<file path="config.mk">
export PLATFORM = sky130hd
export DESIGN_NAME = apb_master
export DESIGN_NICKNAME = d
export VERILOG_FILES = /design/src/rtl/apb_pkg.sv /design/src/rtl/apb_master.sv
export SDC_FILE = /design/constraint.sdc
export NUM_CORES = 1
export LEC_CHECK = 0
export ABC_AREA = 1
export CORE_ASPECT_RATIO = 1.2
export CORE_MARGIN = 8
export CORE_UTILIZATION = 39
export CTS_CLUSTER_DIAMETER = 50
export DETAILED_ROUTE_END_ITERATION = 16
export PLACE_DENSITY = 0.82
export SYNTH_ARGS = -nofsm -noshare
export SYNTH_HDL_FRONTEND = slang
export SYNTH_SLANG_ARGS = --single-unit
</file>
<file path="constraint.sdc">
create_clock -name PCLK -period 1.8 [get_ports PCLK]
set_clock_uncertainty 0.2 [all_clocks]
set_input_delay 0.45 -clock PCLK [delete_from_list [all_inputs] [get_ports PCLK]]
set_output_delay 0.45 -clock PCLK [all_outputs]
set_load 0.03 [all_outputs]
</file>
<file path="src/rtl/apb_pkg.sv">
// Shared types and default widths for the APB requester.
// Holds the FSM state encoding and the default address/data widths.
package apb_pkg;

  typedef enum logic [1:0] {
    APB_IDLE,
    APB_SETUP,
    APB_ACCESS
  } apb_state_t;

  localparam int APB_ADDR_W = 8;
  localparam int APB_DATA_W = 32;

endpackage

</file>
<file path="src/rtl/apb_master.sv">
// APB requester: turns single-beat valid/ready commands into APB
// SETUP/ACCESS transfers and returns PRDATA/PSLVERR on a response strobe.
// Ports: PCLK, PRESET (sync, active high); cmd_valid/ready/write/addr/wdata;
// rsp_valid/rdata/err/timeout; PSEL/PENABLE/PWRITE/PADDR/PWDATA out;
// PRDATA/PREADY/PSLVERR in.
// Optional watchdog on ACCESS wait states: APB_MASTER_TIMEOUT_EN.
module apb_master
  import apb_pkg::*;
#(
  parameter int ADDR_W         = APB_ADDR_W,
  parameter int DATA_W         = APB_DATA_W,
  parameter int TIMEOUT_CYCLES = 16
) (
  input  logic              PCLK,
  input  logic              PRESET,
  input  logic              cmd_valid,
  output logic              cmd_ready,
  input  logic              cmd_write,
  input  logic [ADDR_W-1:0] cmd_addr,
  input  logic [DATA_W-1:0] cmd_wdata,
  output logic              rsp_valid,
  output logic [DATA_W-1:0] rsp_rdata,
  output logic              rsp_err,
  output logic              rsp_timeout,
  output logic              PSEL,
  output logic              PENABLE,
  output logic              PWRITE,
  output logic [ADDR_W-1:0] PADDR,
  output logic [DATA_W-1:0] PWDATA,
  input  logic [DATA_W-1:0] PRDATA,
  input  logic              PREADY,
  input  logic              PSLVERR
);

  apb_state_t state;
  apb_state_t state_n;

  logic              cmd_ready_n;
  logic              psel_n;
  logic              penable_n;
  logic              pwrite_n;
  logic [ADDR_W-1:0] paddr_n;
  logic [DATA_W-1:0] pwdata_n;
  logic              rsp_valid_n;
  logic [DATA_W-1:0] rsp_rdata_n;
  logic              rsp_err_n;

  logic accept;
  logic done;
  logic abort;

  // cmd_ready is registered, so it is low in the reset cycle
  // and the IDLE check only guards against illegal encodings.
  assign accept = (state == APB_IDLE) && cmd_valid && cmd_ready;
  assign done   = (state == APB_ACCESS) && PREADY;

`ifdef APB_MASTER_TIMEOUT_EN
  localparam int CNT_W = $clog2(TIMEOUT_CYCLES + 1);

  logic [CNT_W-1:0] wd_cnt;
  logic [CNT_W-1:0] wd_cnt_n;
  logic             tmo_q;
  logic             tmo_n;

  // Abort on the edge the stall count would reach the limit;
  // a PREADY on that same edge takes priority through done.
  assign abort = (state == APB_ACCESS) && !PREADY &&
                 (wd_cnt == CNT_W'(TIMEOUT_CYCLES - 1));

  always_comb begin
    wd_cnt_n = wd_cnt;
    if (accept) begin
      wd_cnt_n = '0;
    end else if ((state == APB_ACCESS) && !PREADY) begin
      wd_cnt_n = wd_cnt + CNT_W'(1);
    end
  end

  always_comb begin
    tmo_n = tmo_q;
    if (done) begin
      tmo_n = 1'b0;
    end else if (abort) begin
      tmo_n = 1'b1;
    end
  end

  always_ff @(posedge PCLK) begin
    if (PRESET) begin
      wd_cnt <= '0;
      tmo_q  <= 1'b0;
    end else begin
      wd_cnt <= wd_cnt_n;
      tmo_q  <= tmo_n;
    end
  end

  assign rsp_timeout = tmo_q;
`else
  logic unused_tmo;

  assign abort       = 1'b0;
  assign unused_tmo  = (TIMEOUT_CYCLES != 0);
  assign rsp_timeout = 1'b0;
`endif

  always_comb begin
    state_n     = state;
    cmd_ready_n = 1'b0;
    psel_n      = PSEL;
    penable_n   = PENABLE;
    pwrite_n    = PWRITE;
    paddr_n     = PADDR;
    pwdata_n    = PWDATA;
    rsp_valid_n = 1'b0;
    rsp_rdata_n = rsp_rdata;
    rsp_err_n   = rsp_err;

    unique case (state)
      APB_IDLE: begin
        cmd_ready_n = 1'b1;
        psel_n      = 1'b0;
        penable_n   = 1'b0;
        if (accept) begin
          state_n     = APB_SETUP;
          cmd_ready_n = 1'b0;
          psel_n      = 1'b1;
          pwrite_n    = cmd_write;
          paddr_n     = cmd_addr;
          pwdata_n    = cmd_wdata;
        end
      end
      APB_SETUP: begin
        state_n   = APB_ACCESS;
        psel_n    = 1'b1;
        penable_n = 1'b1;
      end
      APB_ACCESS: begin
        if (done || abort) begin
          state_n     = APB_IDLE;
          cmd_ready_n = 1'b1;
          psel_n      = 1'b0;
          penable_n   = 1'b0;
          rsp_valid_n = 1'b1;
          rsp_err_n   = done ? PSLVERR : 1'b1;
          rsp_rdata_n = (done && !PWRITE) ? PRDATA : '0;
        end
      end
      default: begin
        state_n   = APB_IDLE;
        psel_n    = 1'b0;
        penable_n = 1'b0;
      end
    endcase
  end

  always_ff @(posedge PCLK) begin
    if (PRESET) begin
      state     <= APB_IDLE;
      cmd_ready <= 1'b0;
      PSEL      <= 1'b0;
      PENABLE   <= 1'b0;
      PWRITE    <= 1'b0;
      PADDR     <= '0;
      PWDATA    <= '0;
      rsp_valid <= 1'b0;
      rsp_rdata <= '0;
      rsp_err   <= 1'b0;
    end else begin
      state     <= state_n;
      cmd_ready <= cmd_ready_n;
      PSEL      <= psel_n;
      PENABLE   <= penable_n;
      PWRITE    <= pwrite_n;
      PADDR     <= paddr_n;
      PWDATA    <= pwdata_n;
      rsp_valid <= rsp_valid_n;
      rsp_rdata <= rsp_rdata_n;
      rsp_err   <= rsp_err_n;
    end
  end

endmodule
</file>
==> results of run 1 <==
==> per-stage QoR <==
step,setup WS [ps],instances
after floorplan,392,359
after global placement,-54.4,587
after detailed placement,-89.9,587
after CTS,21.0,603
after global routing,0.0669,603
final,58.5,603
==> cells in the mapped netlist (all sizes together) <==
cell type | count | area, um2
a21oi | 36 | 191
buf | 21 | 155
clkbuf | 9 | 37.5
conb | 1 | 3.75
dfxtp | 80 | 1600
inv | 7 | 26.3
nand2 | 39 | 156
nand3 | 2 | 10.0
nand4 | 32 | 200
nor2 | 89 | 347
o21ai | 43 | 215
==> cell families (layout without fill, tap and decap cells) <==
logic type	after synthesis	count (layout)	synth area share (%)
AO/OA/AOI/OAI	79	79	13.8
buffers and inverters	37	191	7.44
flip-flops	80	80	54.4
other	1	1	0.127
AND/OR/NAND/NOR	162	162	24.2
==> cell type report <==
cell class / instances / share of cell area [%]
Clock buffer: 10 / 2.71
Sequential cell: 80 / 34.0
Clock inverter: 6 / 1.27
Inverter: 7 / 0.558
Multi-Input combinational cell: 242 / 23.9
Timing Repair Buffer: 168 / 35.2
Tap cell: 90 / 2.39
==> registers in the layout (all words and copies together), names as in the netlist <==
register,count
PSEL,1
PENABLE,1
cmd_ready,1
rsp_valid,1
PWDATA,32
state,2
PADDR,8
rsp_err,1
PWRITE,1
rsp_rdata,32
==> routing by layer <==
layer  GRT usage [%]  vias up
li1                -     1494
met1            18.2     1327
met2            29.0      119
met3            7.05       11
met4            5.64        0
met5               0        -
==> placed cells by master, fill, tap and decap left out <==
cell and n:
nor2_1 86, dfxtp_1 80, clkdlybuf4s50_1 77, dlygate4sd2_1 66
o21ai_0 38, nand2_1 37, a21oi_1 35, nand4_1 32
clkdlybuf4s15_1 10, clkbuf_8 9, buf_12 8, buf_4 6
inv_1 5, o21ai_1 5, clkinv_2 3, inv_2 2
nor2_2 2, nand3_1 2, clkinvlp_4 2, nor2_4 1
nand2_4 1, nand2_2 1, a21oi_4 1, conb_1 1
bufinv_16 1, clkbuf_1 1, clkbuf_2 1
==> worst paths after layout <==
check                from            to  slack (ps)  cells past startpoint
min          rsp_rdata[8]  rsp_rdata[8]         260                      2
min reg2reg  rsp_rdata[8]  rsp_rdata[8]         260                      2
max reg2reg      state[1]  rsp_rdata[7]         300                      5
max             PWDATA[6]     PWDATA[6]          60                      1
==> power by group <==
| part | leakage (nW) | total, mW | internal (mW) | switching, mW |
|---|---|---|---|---|
| Sequential | 0.652 | 1.90 | 1.86 | 0.0455 |
| Combinational | 1.28 | 0.764 | 0.338 | 0.426 |
| Clock | 0.0920 | 1.25 | 0.634 | 0.616 |
==> summary.txt, run 1 <==
Floorplanning
  • Core area: 0.00727 mm2
  • Die height: 111 um
  • Boundary Pins: 157
  • Placement Rows: 34
  • Die width: 95.3 um
  • Initial Utilization: 40.5%
  • Die area: 0.0106 mm2

Setup path
  • WP buf/inv: 1
  • CP required: around 1200 ps
  • Cell Chain, Critical Path: dlygate4sd2_1
  • Startpoint Class: flip-flop
  • Crit-path max cell delay: 410 ps
  • Worst Setup End Kind: output port
  • Arrival time worst endpoint: around 1100 ps
  • Worst Path Max Fanout: 2
  • Critical-path top delay cell: dlygate4sd2_1
  • Cell family contributing the most delay on the critical path: buffers and inverters
  • Critical path class: flip-flop to output port

Routing
  • Starting DRT DRC Count: 118
  • Vias: 2951
  • Post-DR wirelength/cell: 15.2 um
  • WL met1: about 3500 um
  • Routed length on met2: 4480 um
  • Top sig layer: met4
  • DRT Pass-1 Iters: 4
  • DRC violations left: 0
  • Final WL: 9180 um
  • Post-route ant nets: 0
  • Metal3 WL: 1080 um
  • Vias per cell: around 5

Timing
  • Setup tns final: 0 ps
  • Setup violators final: 0
  • Fmax: 0.574 GHz
  • Hold Slack: 261 ps
  • Minimum clock period: 1740 ps
  • Final Hold Fails: 0
  • Unrepaired setup endpoints after global routing: false
  • Slew Limit Fails: 0
  • Period Utilization, post-route: 96.8%

Layout
  • Syn-to-layout area delta: 60.0%
  • Layout Utilization: 64.8%
  • Share of cells above drive strength 1: 7.41%
  • Cell area after layout: 0.00471 mm2
  • NumNets Final: between 500 and 600
  • Area of the multi-input gates: 0.00112 mm2
  • N_diodes: 0
  • Reg area: 0.00160 mm2
  • FILL cells: 670

Flow run
  • Max-Cap Viols: 0

Pwr
  • Overall power: 3.92 mW
  • Lkg Pwr: 2.03 nW
  • Peak VDD IR: 0.622 mV
  • Power Density: 832 mW/mm2

Worst hold path
  • Hold crit path type: flip-flop to flip-flop

Clock tree
  • H-tree Lvls: 3
  • Clock root buffer: clkbuf_8
  • Skew-Pair Late Insertion Delay: ~330 ps
  • # resized after CTS: 77
  • CTS tree: done
  • Clock slew at reported path FFs: 70 ps
  • TritonCTS Sinks: 80
  • CTS buffer count: 9
  • Worst-case clock buffer depth: 2
  • Hold_buf cts: 0
  • Post-CTS Setup Bufs: 0

Logic synthesis
  • Syn_area_per_cell: 8.20 um2
  • YS warnings: 0
  • Cells after synthesis: 359
  • Flops & latches, synth: 80
  • Post-synthesis sequential area ratio: 54.4%
  • Post-synth cell types: 21
  • Post-Syn Nets: roughly 440
  • Post-Synthesis Cell Area: 0.00294 mm2

Outcome
  • Outcome: complete, no violations

Placed design
  • Routability cong.: 0.764
  • Port Buffers: ~160
  • Placed cell area: 0.00461 mm2
  • Hpwl dp: 6890 um

GRT
  • Largest net degree at the start of global routing: 43
  • Antenna violations before repair: 0
  • All-Layer GR Usage: 17.0%
  • Global-route wire length before repair: 14600 um
  • Vias in the first global route: 2963
  • GRT overflow: 0
No activity file was read; power rests on OpenSTA's default activity.
==> inputs of run 2 (changes only) <==
- CORE_MARGIN: 8 -> default
==> run 2 against run 1 <==
Against the previous run:
- die area shrank 25%
- sequential power is essentially flat
- total power grew 3.3%
- flip-flop and latch count is the same
- via count grew 0.91%
- clock power grew 11%
- critical path depth is the same
- global-route usage grew 3.5 points
==> summary.txt, run 2 (synthesis gave the netlist of run 1 again) <==
Flow run
  • Max-Cap Viols: 0

Floorplanning
  • Initial Utilization: 40.5%
  • Core area: around 0.0073 mm2
  • Placement Rows: 34
  • Die width: 81.3 um
  • Die area: 0.00790 mm2
  • Boundary Pins: 157
  • Die height: 97.2 um

GRT
  • All-Layer GR Usage: slightly above 20%
  • Antenna violations before repair: 0
  • Global-route wire length before repair: 12600 um
  • Vias in the first global route: 2799
  • Largest net degree at the start of global routing: 43
  • GRT overflow: 0

Clock tree
  • H-tree Lvls: 3
  • CTS buffer count: 9
  • Post-CTS Setup Bufs: 0
  • Hold_buf cts: 0
  • TritonCTS Sinks: 80
  • Clock slew at reported path FFs: 80 ps
  • Clock root buffer: clkbuf_8
  • Worst-case clock buffer depth: 2
  • Skew-Pair Late Insertion Delay: 340 ps
  • CTS tree: done

Placed design
  • Hpwl dp: 5540 um
  • Port Buffers: 155
  • Routability cong.: 0.710
  • Placed cell area: around 0.0046 mm2

Pwr
  • Peak VDD IR: 0.667 mV
  • Lkg Pwr: 2.06 nW
  • Power Density: 856 mW/mm2
  • Overall power: slightly above 4 mW

Worst hold path
  • Hold crit path type: flip-flop to flip-flop

Timing
  • Setup violators final: 0
  • Slew Limit Fails: 0
  • Fmax: 0.574 GHz
  • Unrepaired setup endpoints after global routing: false
  • Final Hold Fails: 0
  • Period Utilization, post-route: 96.8%
  • Minimum clock period: approximately 1700 ps

Setup path
  • CP required: 1150 ps
  • WP buf/inv: 1
  • Critical path depth: 1
  • Crit-path max cell delay: between 400 and 500 ps
  • Worst setup path start: rsp_rdata[19]
  • Cell Chain, Critical Path: dlygate4sd2_1
  • Critical-path top delay cell: dlygate4sd2_1
  • Worst Path Max Fanout: 2
  • Startpoint Class: flip-flop
  • Worst Setup End Kind: output port
  • Internal reg-to-reg setup slack: between 200 and 300 ps
  • Reg2reg path depth: 5
  • Cell family contributing the most delay on the critical path: buffers and inverters
  • CP endpoint: rsp_rdata[19]
  • RR Startpoint: state[1]
  • Arrival time worst endpoint: 1090 ps
  • FF-to-FF End: rsp_rdata[20]
  • Critical path class: flip-flop to output port

Routing
  • Vias: 2978
  • Starting DRT DRC Count: 110
  • DRC violations left: 0
  • DRT Pass-1 Iters: 4
  • Final WL: 7900 um
  • Vias per cell: 4.95
  • Post-DR wirelength/cell: 13.1 um
  • Post-route ant nets: 0

Layout
  • Leading cell types in the layout, fill and taps excluded: nor2_1, dfxtp_1, clkdlybuf4s50_1
  • NumNets Final: between 500 and 600
  • Syn-to-layout area delta: 60.6%
  • Most common cell after layout, fill and taps aside: nor2_1
  • Largest registers: PWDATA x32, rsp_rdata x32, PADDR x8
  • Cell area after layout: 0.00473 mm2
  • Share of cells above drive strength 1: 7.03%
  • N_diodes: 0

Outcome
  • Outcome: complete, no violations
-- run 2: metal layers --
metal / track usage [%] / share of wire [%]
met1: 22.9 / 40
met2: 34.7 / 48
met3: 6.76 / 10
met4: 8.52 / 1.4
met5: 0 / 0
-- run 2: where the power goes --
part	switching (mW)	internal (mW)
combinational	0.418	0.334
clock	0.596	0.799
sequential	0.0445	1.86
-- run 2: cell type report --
type / instances / area [um2]
tap: 90 / 113
clock buffer: 10 / 138
clock inverter: 4 / 70.1
sequential: 80 / 1600
multi-input combinational: 242 / 1120
inverter: 7 / 26.3
fill: 648 / 2540
timing repair buffer: 169 / 1660
-- run 2: stage by stage --
stage / cells / hold WS (ps) / utilization (%) / TNS, ps / setup WS (ps)
floorplan: 359 / 343 / - / 0 / 392
global placement: 588 / 249 / 63.3 / -1420 / -47.2
detailed placement: 588 / 254 / 63.3 / -2660 / -87.0
CTS: 602 / 264 / 64.9 / 0 / 16.8
global route: 602 / 275 / 65.0 / 0 / 1.31
finish: 602 / 260 / 65.0 / 0 / 56.8
-- run 2: how the worst min path moves through the flow --
stage                              from  cells after the start  slack (ps)       endpoint
after floorplan                state[0]                      2         340       state[1]
after detailed placement  rsp_rdata[24]                      2         250  rsp_rdata[24]
after global placement    rsp_rdata[30]                      2         250  rsp_rdata[30]
final                     rsp_rdata[14]                      2         260  rsp_rdata[14]
after CTS                 rsp_rdata[24]                      2         260  rsp_rdata[24]
after global routing      rsp_rdata[24]                      2         270  rsp_rdata[24]
-- run 2: timing repair --
action                                  4_1_cts  5_1_grt
endpoints found under the setup margin       78        9
pin swaps                                     0        0
resized for setup                            78        9
==> inputs of run 3 (changes only) <==
- CORE_UTILIZATION: 39 -> 42
- PLACE_DENSITY: 0.82 -> 0.87
- TNS_END_PERCENT: default -> 30
- clock period: 1.8 -> 2.1 ns (I/O delays scaled with it)
==> run 3 against run 2 <==
Against the previous run:
- worst hold slack better by 2.0 ps
- final area rose by 0.90%
- combinational power down 13%
- register-to-register slack better by 150 ps
- routed wire length is 4.1% higher
- total power is 20% lower
- global-route usage rose by 2.5 points
- utilization up 5.0 points
- flip-flop and latch count unchanged
- non-clock buffer count fell by 4
- critical path depth unchanged
- clock-buffer cell count is the same
==> summary.txt, run 3 (synthesis gave the netlist of run 1 again) <==
Outcome
  • Outcome: complete, no violations

Timing
  • Setup violators final: 0
  • Hold Slack: 262 ps
  • Fmax: 0.484 GHz
  • Unrepaired setup endpoints after global routing: false
  • Final WS setup: roughly 35 ps
  • Period Utilization, post-route: just under 100%
  • Minimum clock period: between 2000 and 2500 ps
  • Final Hold Fails: 0
  • Setup tns final: 0 ps
  • Slew Limit Fails: 0

Placed design
  • Routability cong.: 0.776
  • Placed cells: 581
  • Placed cell area: 0.00454 mm2
  • Worst slack, placed: 85.7 ps
  • Hpwl dp: 5900 um
  • Port Buffers: roughly 160

Worst hold path
  • Min-Delay Endpoint: rsp_rdata[28]
  • Hold Path Depth: 2
  • HP Start: rsp_rdata[28]
  • Hold crit path type: flip-flop to flip-flop

Setup path
  • Crit-path max cell delay: between 600 and 700 ps
  • Internal reg-to-reg setup slack: 440 ps
  • Critical-path top delay cell: clkdlybuf4s50_1
  • Worst Path Max Fanout: 2
  • FF-to-FF End: rsp_rdata[2]
  • Worst Setup End Kind: output port
  • Cell family contributing the most delay on the critical path: buffers and inverters
  • WP buf/inv: 1
  • Startpoint Class: flip-flop
  • Cell Chain, Critical Path: clkdlybuf4s50_1
  • CP required: 1370 ps
  • Arrival time worst endpoint: 1340 ps
  • Critical path class: flip-flop to output port
  • Reg2reg path depth: 5
  • RR Startpoint: state[1]

Clock tree
  • Clock slew at reported path FFs: 80 ps
  • Clock root buffer: clkbuf_8
  • CTS tree: done
  • Skew-Pair Late Insertion Delay: 340 ps
  • Hold_buf cts: 0
  • H-tree Lvls: 3
  • Worst-case clock buffer depth: 2
  • TritonCTS Sinks: 80
  • CTS buffer count: 9

Layout
  • Syn-to-layout area delta: 62.1%
  • Largest registers: PWDATA x32, rsp_rdata x32, PADDR x8
  • Layout Utilization: between 70% and 80%
  • NumNets Final: 583
  • Non-filler cells, final: approximately 600
  • Most common cell after layout, fill and taps aside: nor2_1
  • N_diodes: 0
  • Share of cells above drive strength 1: 6.47%
  • Leading cell types in the layout, fill and taps excluded: nor2_1, dfxtp_1, clkdlybuf4s50_1
  • Cell area after layout: roughly 0.0048 mm2

Floorplanning
  • Core area: between 0.006 and 0.007 mm2
  • Boundary Pins: approximately 160
  • Die height: around 94 um
  • Die area: 0.00735 mm2
  • Die width: a little under 80 um
  • Placement Rows: 33
  • Initial Utilization: 43.2%

GRT
  • Gr busiest metal: met2
  • Global-route wire length before repair: 13300 um
  • Largest net degree at the start of global routing: 42
  • Met3 usage in global routing: 6.70%
  • Antenna violations before repair: 0
  • All-Layer GR Usage: 23.0%
  • GRT overflow: 0
  • Met1 usage: a little over a quarter
  • Met2 usage: between 30% and 40%
  • Vias in the first global route: 2869

Routing
  • Post-DR wirelength/cell: 13.8 um
  • DRC violations left: 0
  • Vias per cell: just over 5
  • Final WL: slightly above 8000 um
  • Vias: 3041
  • Post-route ant nets: 0
  • DRT Pass-1 Iters: 5
  • Starting DRT DRC Count: 189

Flow run
  • Max-Cap Viols: 0

Pwr
  • Cell internal pwr: roughly 2.3 mW
  • Switching Share: 28.7%
  • NetSw: 0.929 mW
  • Overall power: 3.24 mW
  • Clk pwr share: between 20% and 30%
  • Peak VDD IR: 0.508 mV
  • Seq pwr share: about 50%
  • Power Density: 680 mW/mm2
  • Lkg Pwr: roughly 2.6 nW
  • Comb pwr share: slightly above 20%
[run 3: worst max-delay path by stage]
stage,start,end,cells past startpoint
after floorplan,cmd_ready,PWDATA[0],6
after global placement,cmd_valid,PWDATA[24],7
after detailed placement,cmd_valid,PWDATA[20],8
after CTS,rsp_rdata[18],rsp_rdata[18],1
after global routing,PADDR[2],PADDR[2],1
final,rsp_rdata[20],rsp_rdata[20],1
[run 3: cell type report]
type / count / area [um2]
clock buffer: 10 / 128
clock inverter: 6 / 36.3
fill: 541 / 2040
inverter: 7 / 26.3
multi-input combinational: 242 / 1120
sequential: 80 / 1600
tap: 87 / 109
timing repair buffer: 165 / 1750
[run 3: routing by layer]
layer  vias to the layer above  wire length, um
li1                       1485                -
met1                      1366             3140
met2                       172             4050
met3                        18              867
met4                         0              169
met5                         -                0
[run 3: power by group through the flow]
stage | clock network, mW | registers [mW] | logic, mW
2_1_floorplan | 0 | 1.81 | 0.201
3_3_place_gp | 0 | 1.66 | 0.678
3_5_place_dp | 0 | 1.67 | 0.687
4_1_cts | 0.982 | 1.63 | 0.667
5_1_grt | 1.05 | 1.64 | 0.710
6_report | 0.954 | 1.63 | 0.658
[run 3: what timing repair did]
item	4_1_cts	5_1_grt
buffers inserted	0	0
gates resized for setup	31	44
endpoints found under the setup margin	31	44
